--- src/rtl/mc_ctrl_pkg.sv ---
// Shared types for the multi-cycle RV32 control FSM: states, opcodes, mux/ALU encodings.
// The optional OP-IMM path is enabled by defining MC_CTRL_OPIMM_EN.
package mc_ctrl_pkg;

    localparam int unsigned ST_W_DEF = 4;

    typedef enum logic [3:0] {
        S_RESET    = 4'd0,
        S_FETCH    = 4'd1,
        S_DECODE   = 4'd2,
        S_EXEC_R   = 4'd3,
        S_WB_ALU   = 4'd4,
        S_MEM_ADDR = 4'd5,
        S_MEM_RD   = 4'd6,
        S_WB_MEM   = 4'd7,
        S_MEM_WR   = 4'd8,
        S_BRANCH   = 4'd9,
        S_TRAP     = 4'd10
`ifdef MC_CTRL_OPIMM_EN
        , S_EXEC_I = 4'd11
`endif
    } state_e;

    localparam logic [4:0] OP_R      = 5'b01100;
    localparam logic [4:0] OP_LOAD   = 5'b00000;
    localparam logic [4:0] OP_STORE  = 5'b01000;
    localparam logic [4:0] OP_BRANCH = 5'b11000;
    localparam logic [4:0] OP_IMM    = 5'b00100;

    typedef enum logic [1:0] {
        SRCA_PC    = 2'b00,
        SRCA_OLDPC = 2'b01,
        SRCA_REG   = 2'b10
    } src_a_e;

    typedef enum logic [1:0] {
        SRCB_REG  = 2'b00,
        SRCB_FOUR = 2'b01,
        SRCB_IMM  = 2'b10
    } src_b_e;

    typedef enum logic [1:0] {
        ALU_ADD   = 2'b00,
        ALU_SUB   = 2'b01,
        ALU_FUNCT = 2'b10
    } alu_op_e;

    typedef struct packed {
        logic    mem_req;
        logic    mem_we;
        logic    i_or_d;
        logic    ir_write;
        logic    pc_en;
        logic    pc_src;
        logic    branch;
        src_a_e  alu_src_a;
        src_b_e  alu_src_b;
        alu_op_e alu_op;
        logic    mem_to_reg;
        logic    reg_write;
        logic    retire;
        logic    illegal;
    } ctrl_t;

    function automatic state_e decode_target(input logic [4:0] op);
        case (op)
            OP_R:              return S_EXEC_R;
            OP_LOAD, OP_STORE: return S_MEM_ADDR;
            OP_BRANCH:         return S_BRANCH;
`ifdef MC_CTRL_OPIMM_EN
            OP_IMM:            return S_EXEC_I;
`endif
            default:           return S_TRAP;
        endcase
    endfunction

endpackage

--- src/rtl/mc_ctrl_outdec.sv ---
// Control-word decoder: current state plus handshake/zero inputs to datapath controls.
// Decodes S_EXEC_I only when MC_CTRL_OPIMM_EN is defined.
module mc_ctrl_outdec
    import mc_ctrl_pkg::*;
(
    input  state_e state_i,
    input  logic   mem_ready_i,
    input  logic   zero_i,
    output ctrl_t  ctrl_o
);

    logic pc_write;

    always_comb begin
        ctrl_o   = '0;
        pc_write = 1'b0;
        case (state_i)
            S_FETCH: begin
                ctrl_o.mem_req   = 1'b1;
                ctrl_o.alu_src_b = SRCB_FOUR;
                ctrl_o.ir_write  = mem_ready_i;
                pc_write         = mem_ready_i;
            end
            S_DECODE: begin
                ctrl_o.alu_src_a = SRCA_OLDPC;
                ctrl_o.alu_src_b = SRCB_IMM;
            end
            S_EXEC_R: begin
                ctrl_o.alu_src_a = SRCA_REG;
                ctrl_o.alu_op    = ALU_FUNCT;
            end
            S_WB_ALU: begin
                ctrl_o.reg_write = 1'b1;
                ctrl_o.retire    = 1'b1;
            end
            S_MEM_ADDR: begin
                ctrl_o.alu_src_a = SRCA_REG;
                ctrl_o.alu_src_b = SRCB_IMM;
            end
            S_MEM_RD: begin
                ctrl_o.mem_req = 1'b1;
                ctrl_o.i_or_d  = 1'b1;
            end
            S_WB_MEM: begin
                ctrl_o.reg_write  = 1'b1;
                ctrl_o.mem_to_reg = 1'b1;
                ctrl_o.retire     = 1'b1;
            end
            S_MEM_WR: begin
                ctrl_o.mem_req = 1'b1;
                ctrl_o.mem_we  = 1'b1;
                ctrl_o.i_or_d  = 1'b1;
                ctrl_o.retire  = mem_ready_i;
            end
            S_BRANCH: begin
                ctrl_o.branch    = 1'b1;
                ctrl_o.alu_src_a = SRCA_REG;
                ctrl_o.alu_op    = ALU_SUB;
                ctrl_o.pc_src    = 1'b1;
                ctrl_o.retire    = 1'b1;
            end
            S_TRAP: ctrl_o.illegal = 1'b1;
`ifdef MC_CTRL_OPIMM_EN
            S_EXEC_I: begin
                ctrl_o.alu_src_a = SRCA_REG;
                ctrl_o.alu_src_b = SRCB_IMM;
                ctrl_o.alu_op    = ALU_FUNCT;
            end
`endif
            default: ;
        endcase
        // Conditional PC update only ever comes from the branch state.
        ctrl_o.pc_en = pc_write | (ctrl_o.branch & zero_i);
    end

endmodule

--- src/rtl/multicycle_control.sv ---
// Multi-cycle RV32 control FSM: state register and next-state logic; outputs via mc_ctrl_outdec.
// Define MC_CTRL_OPIMM_EN to add the OP-IMM execute state.
module multicycle_control
    import mc_ctrl_pkg::*;
#(
    parameter int unsigned ST_W = ST_W_DEF
) (
    input  logic            clk,
    input  logic            rst,
    input  logic [4:0]      opcode,
    input  logic            zero,
    input  logic            mem_ready,
    output logic            mem_req,
    output logic            mem_we,
    output logic            i_or_d,
    output logic            ir_write,
    output logic            pc_en,
    output logic            pc_src,
    output logic            branch,
    output logic [1:0]      alu_src_a,
    output logic [1:0]      alu_src_b,
    output logic [1:0]      alu_op,
    output logic            mem_to_reg,
    output logic            reg_write,
    output logic            retire,
    output logic            illegal,
    output logic [ST_W-1:0] state_dbg
);

    state_e state_q;
    ctrl_t  ctrl;

    always_ff @(posedge clk or posedge rst) begin
        if (rst) begin
            state_q <= S_RESET;
        end else begin
            case (state_q)
                S_RESET:    state_q <= S_FETCH;
                S_FETCH:    if (mem_ready) state_q <= S_DECODE;
                S_DECODE:   state_q <= decode_target(opcode);
                S_EXEC_R:   state_q <= S_WB_ALU;
                S_WB_ALU:   state_q <= S_FETCH;
                S_MEM_ADDR: state_q <= (opcode == OP_LOAD) ? S_MEM_RD : S_MEM_WR;
                S_MEM_RD:   if (mem_ready) state_q <= S_WB_MEM;
                S_WB_MEM:   state_q <= S_FETCH;
                S_MEM_WR:   if (mem_ready) state_q <= S_FETCH;
                S_BRANCH:   state_q <= S_FETCH;
                S_TRAP:     state_q <= S_TRAP;
`ifdef MC_CTRL_OPIMM_EN
                S_EXEC_I:   state_q <= S_WB_ALU;
`endif
                default:    state_q <= S_RESET;
            endcase
        end
    end

    mc_ctrl_outdec u_outdec (
        .state_i     (state_q),
        .mem_ready_i (mem_ready),
        .zero_i      (zero),
        .ctrl_o      (ctrl)
    );

    assign mem_req    = ctrl.mem_req;
    assign mem_we     = ctrl.mem_we;
    assign i_or_d     = ctrl.i_or_d;
    assign ir_write   = ctrl.ir_write;
    assign pc_en      = ctrl.pc_en;
    assign pc_src     = ctrl.pc_src;
    assign branch     = ctrl.branch;
    assign alu_src_a  = ctrl.alu_src_a;
    assign alu_src_b  = ctrl.alu_src_b;
    assign alu_op     = ctrl.alu_op;
    assign mem_to_reg = ctrl.mem_to_reg;
    assign reg_write  = ctrl.reg_write;
    assign retire     = ctrl.retire;
    assign illegal    = ctrl.illegal;
    assign state_dbg  = ST_W'(state_q);

endmodule

--- config.mk ---
export PLATFORM = sky130hd
export DESIGN_NAME = multicycle_control
export DESIGN_NICKNAME = d
export VERILOG_FILES = /design/src/rtl/mc_ctrl_pkg.sv /design/src/rtl/mc_ctrl_outdec.sv /design/src/rtl/multicycle_control.sv
export SDC_FILE = /design/constraint.sdc
export NUM_CORES = 1
export LEC_CHECK = 0
export CAP_MARGIN = 10
export CELL_PAD_IN_SITES_DETAIL_PLACEMENT = 0
export CELL_PAD_IN_SITES_GLOBAL_PLACEMENT = 1
export CORE_UTILIZATION = 24
export CTS_CLUSTER_DIAMETER = 30
export DETAILED_ROUTE_END_ITERATION = 16
export PLACE_DENSITY = 0.88
export SLEW_MARGIN = 20
export SYNTH_ARGS = -nofsm -noshare
export SYNTH_HDL_FRONTEND = slang
export SYNTH_SLANG_ARGS = --single-unit
--- constraint.sdc ---
create_clock -name clk -period 1.7 [get_ports clk]
set_clock_uncertainty 0.05 [all_clocks]
set_input_delay 0.17 -clock clk [delete_from_list [all_inputs] [get_ports clk]]
set_output_delay 0.17 -clock clk [all_outputs]
set_load 0.03 [all_outputs]
# [Word level (Yosys, flattened, before mapping)]
# Cells that the tools add are included.
[totals] regBits=4 inputBits=9 output_inout_bits=21
[op_classes] eq_ne=16 mux=18 bitwise=2 reduce_logical=11
[ops] operator="4-bit one-hot mux with 8 select lines" count=1
[ops] operator="4-bit by 3-bit == test with 1-bit output (second input constant)" count=4
[ops] operator="4-bit 2-to-1 mux" count=4
[ops] operator="4-bit == test (second input constant)" count=3
[ops] operator="2-bit one-hot mux with 2 select lines" count=3
[ops] operator="4-bit one-hot mux with 3 select lines" count=1
[ops] operator="5-bit by 4-bit == test with 1-bit output (second input constant)" count=2
[ops] operator="3-bit OR reduction" count=3
[ops] operator="4-bit by 2-bit == test with 1-bit output (second input constant)" count=2
[ops] operator="2-bit OR reduction" count=4
[ops] operator="1-bit 2-to-1 mux" count=7
[ops] operator="2-bit != test (second input constant)" count=3
[ops] operator="5-bit == test (second input constant)" count=1
[ops] operator="5-bit zero test" count=1
[ops] operator="4-bit by 1-bit == test with 1-bit output (second input constant)" count=1
[ops] operator="4-bit zero test" count=1
[ops] operator="4-bit OR reduction" count=1
[ops] operator="3-bit AND reduction" count=1
[ops] operator="2-bit 2-to-1 mux" count=1
[ops] operator="1-bit one-hot mux with 2 select lines" count=1
[ops] operator="1-bit AND" count=1
[ops] operator="1-bit bitwise OR" count=1

# [Longest topological paths before layout]
[depth] depth_word=4 ltp_mapped=6 ltp_nobuf=4

# [By module]
# A second synthesis with hierarchy kept.
[unflattened] hier_cells=86 area_unflattened_um2=678.2
[by_module_without_submodules] module="multicycle_control" n_inst=1 cells_per_inst=48 area_each_um2=409.1 seq_area_each_um2=100.1
[by_module_without_submodules] module="mc_ctrl_outdec" n_inst=1 cells_per_inst=38 area_each_um2=269.0 seq_area_each_um2=0.0

# [Worst setup path before layout]
# No wires, ideal clock.
[synth_path] kind="register -> output" start="register state_q[1] (netlist: state_dbg[1])" end="output port pc_en" t_arrival_ns=2.275 setup_slack_ns=-0.795 path_stages_with_launch=5 n_path_buf=2 cell_sequence="dfrtp_1 -> clkbuf_1 -> clkbuf_1 -> nor4_1 -> a21o_1"
[synth_between] word_cells_on_any_way=6 classes_between="eq/ne (2); mux (2); bitwise (2)"
[synth_lines] item="start, declared" line_no="multicycle_control.sv:30" rtl="state_e state_q;"
[synth_lines] item="start signal, assigned" line_no="multicycle_control.sv:40" rtl="S_DECODE: state_q <= decode_target(opcode);"
[synth_lines] item="start signal, assigned" line_no="multicycle_control.sv:43" rtl="S_MEM_ADDR: state_q <= (opcode == OP_LOAD) ? S_MEM_RD : S_MEM_WR;"
[synth_lines] item="4-bit by 1-bit == test with 1-bit output"
[synth_lines] item="1-bit 2-to-1 mux"
[synth_lines] item="named net ir_write" line_no="multicycle_control.sv:16" rtl="output logic ir_write,"
[synth_lines] item="1-bit bitwise OR" line_no="mc_ctrl_outdec.sv:73" rtl="ctrl_o.pc_en = pc_write | (ctrl_o.branch & zero_i);"
[synth_lines] item="end, declared" line_no="multicycle_control.sv:17" rtl="output logic pc_en,"
# The timed path passes the listed nets, and every way through them passes these cells.

# [Final worst setup path]
[layout_path] start="register state_q[1] (netlist: state_dbg[1])" end="output port mem_req"
[layout_between] elab_chain_len=3 word_cells_on_any_way=5 classes_between="eq/ne (3); mux (1); reduce/logical (1)"
[layout_rtl] item="4-bit by 1-bit == test with 1-bit output, or another cell as far along" line_no="mc_ctrl_outdec.sv:17" rtl="case (state_i)"
[layout_rtl] item="3-bit OR reduction (no line) *"
[layout_rtl] item="1-bit 2-to-1 mux *" line_no="mc_ctrl_outdec.sv:17"
[layout_rtl] item="end, declared" line_no="multicycle_control.sv:13" rtl="output logic mem_req,"
# Mark *: on every way between the ends. The rest lies on a longest branch, timed or not.

==> flow_summary.toml <==
[sta]
worstMarginPinSlew_ns = 0.327
finalCritPeriodShare = 1.01
fin_crit_ns = 1.72
setup_ws_ns = -0.0237
setup_violations = 1
holdWs_ns = 0.0638
rsz0062_at_grt = "yes"
hold_viol_final = 0
drv_slew = 0
max_freq_mhz = 580
max_slew_margin = 0.782

[worst_setup_path]
critical_path.slowest_cell = "dfrtp_2"
worstPathArrival_ns = 1.50
crit_buf_inv = 2
reg2reg_setup_slack_ns = 0.08
r2r_start = "state_dbg[1]"
r2r-end = "state_dbg[1]"
worstPathRequired_ns = 1.48
cp_common_cell = "buf_6"
crit_chain = "buf_6 -> nand2_2 -> o22a_1 -> nor2_4 -> or2_4 -> buf_6"
path_max_fanout = 6
worstSetupStartpoint = "state_dbg[1]"
crit_family = "flip-flops"
max_stage_delay_ns = 0.45
critPathLaunchType = "flip-flop"
reg2reg_depth = 5
critPathKind = "reg -> out"
crit_path_end_kind = "primary output"

[clock_tree]
cts_buffer_depth = 2
clkSinkCount = 4
clk_pin_slew_worst_paths_ns = 0.04
cts-root-buf = "clkbuf_4"
cts_tree = "yes"
clock_latency_ns = 0.25
cts-htree-levels = 1
cts_made_buffers = 3

[detailed_routing]
routed-via-count = 770
drt-pass1-iter-count = 4
drtIter0Drc = 5
wl_um = 2030
viasPerCell = 4.90
drc = 0
wire_per_inst_um = 13.0
ant_nets = 0

[global_routing]
grt_pass1_vias = 730
grt_usage = 0.181
grt.overflow.total = 0
grt_start_max_net_pins = 11
grt_pass1_wl_um = 3280
grt_antenna_before_repair = 0

[placed_design]
gp_congestion = 0.785
portBuffers = 29
dp_hpwl_um = 1480

[floorplanning]
coreArea_mm2 = 0.00202
start_util = 0.265
die_y_um = 49.2
placementRows = 16
io_pins = 30
dieArea_mm2 = 0.00242
dieWidth_um = 49.2

[synth]
ys_ff_latch = 4
ys_warn_count = 0
synth_nets = 87
synth_area_um2 = 536
synthDistinctLibCells = 38
synth_cells = 78
syn_area_per_cell_um2 = 6.87
ys_seq_area_frac = 0.187

[power]
pwr-share-seq = 0.113
switchingPower_uw = 1010
switching_share = 0.497
clock_power_share = 0.071
p_leak_uw = 0.000548
p_int_uw = 1030
vdd_ir_drop_max_uv = 735
combPwrFrac = 0.816
total_power_uw = 2040
power_density_mw_per_mm2 = 1810

[run]
cap_violations = 0

[cells_and_area]
fin_nets = 140
largest_register_ffs = 4
antennaDiodeCount = 0
layout_common_cells = "buf_4 (36), clkdlybuf4s50_1 (9), nor2_1 (8)"
final_common_cell = "buf_4"
fillers = 192
drive_above_1_share = 0.554
syn2layout_area_growth_pct = 111

[status]
status = "finished, violations left"
violations = "setup timing"

[hold_path]
hold_path_class = "in -> async"
-- cell usage after synthesis, drive strengths merged --
cell type  instances  share of area
o21a               1          0.014
o21ai              2          0.019
or3                2          0.026
a21o               1          0.014
and2b              1          0.014
nand3b             2          0.028
buf                1          0.014
nor2b              3          0.035
nor3               2          0.019
o22ai              1          0.012
a222oi             1          0.019
o32a               1          0.019
o22a               1          0.016
o311a              1          0.019
mux2i              1          0.019
nand2              6          0.042
o21bai             1          0.014
dfrtp              4           0.19
nand3              1         0.0093
clkbuf             6          0.042
or2                1          0.012
a21oi              4          0.044
nor4               1          0.012
nand2b             5          0.058
and3               2          0.023
and3b              1          0.016
o2bb2ai            1          0.016
o32ai              1          0.016
or2b               2          0.028
and2               2          0.023
inv                3          0.021
or4                2          0.037
nor2              12          0.084
xnor2              1          0.016
a31oi              1          0.012
-- worst max path at each step --
stage	slack [ns]	to	cells after the start
global route	-0.07	mem_req	6
detailed placement	-0.25	state_dbg[1]	5
floorplan	-0.05	pc_en	4
CTS	-0.08	mem_req	6
global placement	-0.20	state_dbg[1]	5
finish	-0.02	mem_req	6
-- through the flow --
stage,instance area (um2),TNS (ns),util,setup slack (ns),instances
after floorplan,617,-0.0665,-,-0.0504,78
after global placement,962,-0.442,0.476,-0.196,142
after detailed placement,962,-0.562,0.476,-0.251,142
after CTS,1040,-0.0895,0.515,-0.0752,152
after global routing,1130,-0.0872,0.558,-0.0654,157
final,1130,-0.0237,0.558,-0.0237,157
-- metal layers --
metal | GRT usage | share of wire | vias up
met2 | 0.326 | 0.50 | 24
li1 | - | - | 381
met1 | 0.199 | 0.43 | 361
met4 | 0.0882 | 0.020 | 0
met5 | 0 | 0 | -
met3 | 0.0343 | 0.044 | 4
-- cell type report --
| type | count | area, um2 | area share |
|---|---|---|---|
| Timing Repair Buffer | 55 | 473 | 0.419 |
| Tap cell | 27 | 33.8 | 0.0299 |
| Sequential cell | 4 | 105 | 0.0931 |
| Clock buffer | 4 | 26.3 | 0.0233 |
| Multi-Input combinational cell | 64 | 479 | 0.425 |
| Inverter | 3 | 11.3 | 0.00998 |
-- power groups by stage --
stage	clock network, uW	registers [uW]	logic (uW)
after CTS	152	222	1500
after global routing	156	236	1770
after global placement	0	249	1370
after detailed placement	0	250	1400
after floorplan	0	241	911
final	145	230	1660
-- what timing repair did --
item,4_1_cts,5_1_grt
pin swaps,0,4
endpoints found under the setup margin,9,9
hold buffers,0,0
buffers inserted,6,5
gates resized for setup,4,15
-- cells by family (layout without fill, tap and decap cells) --
group	after synthesis	in the layout	share of synthesized area
AND/OR/NAND/NOR	45	45	0.467
flip-flops	4	4	0.187
buffers and inverters	10	62	0.0771
XOR/XNOR	1	1	0.0164
AO/OA/AOI/OAI	17	17	0.234
multiplexers	1	1	0.0187
No activity file was read; power rests on OpenSTA's default activity.
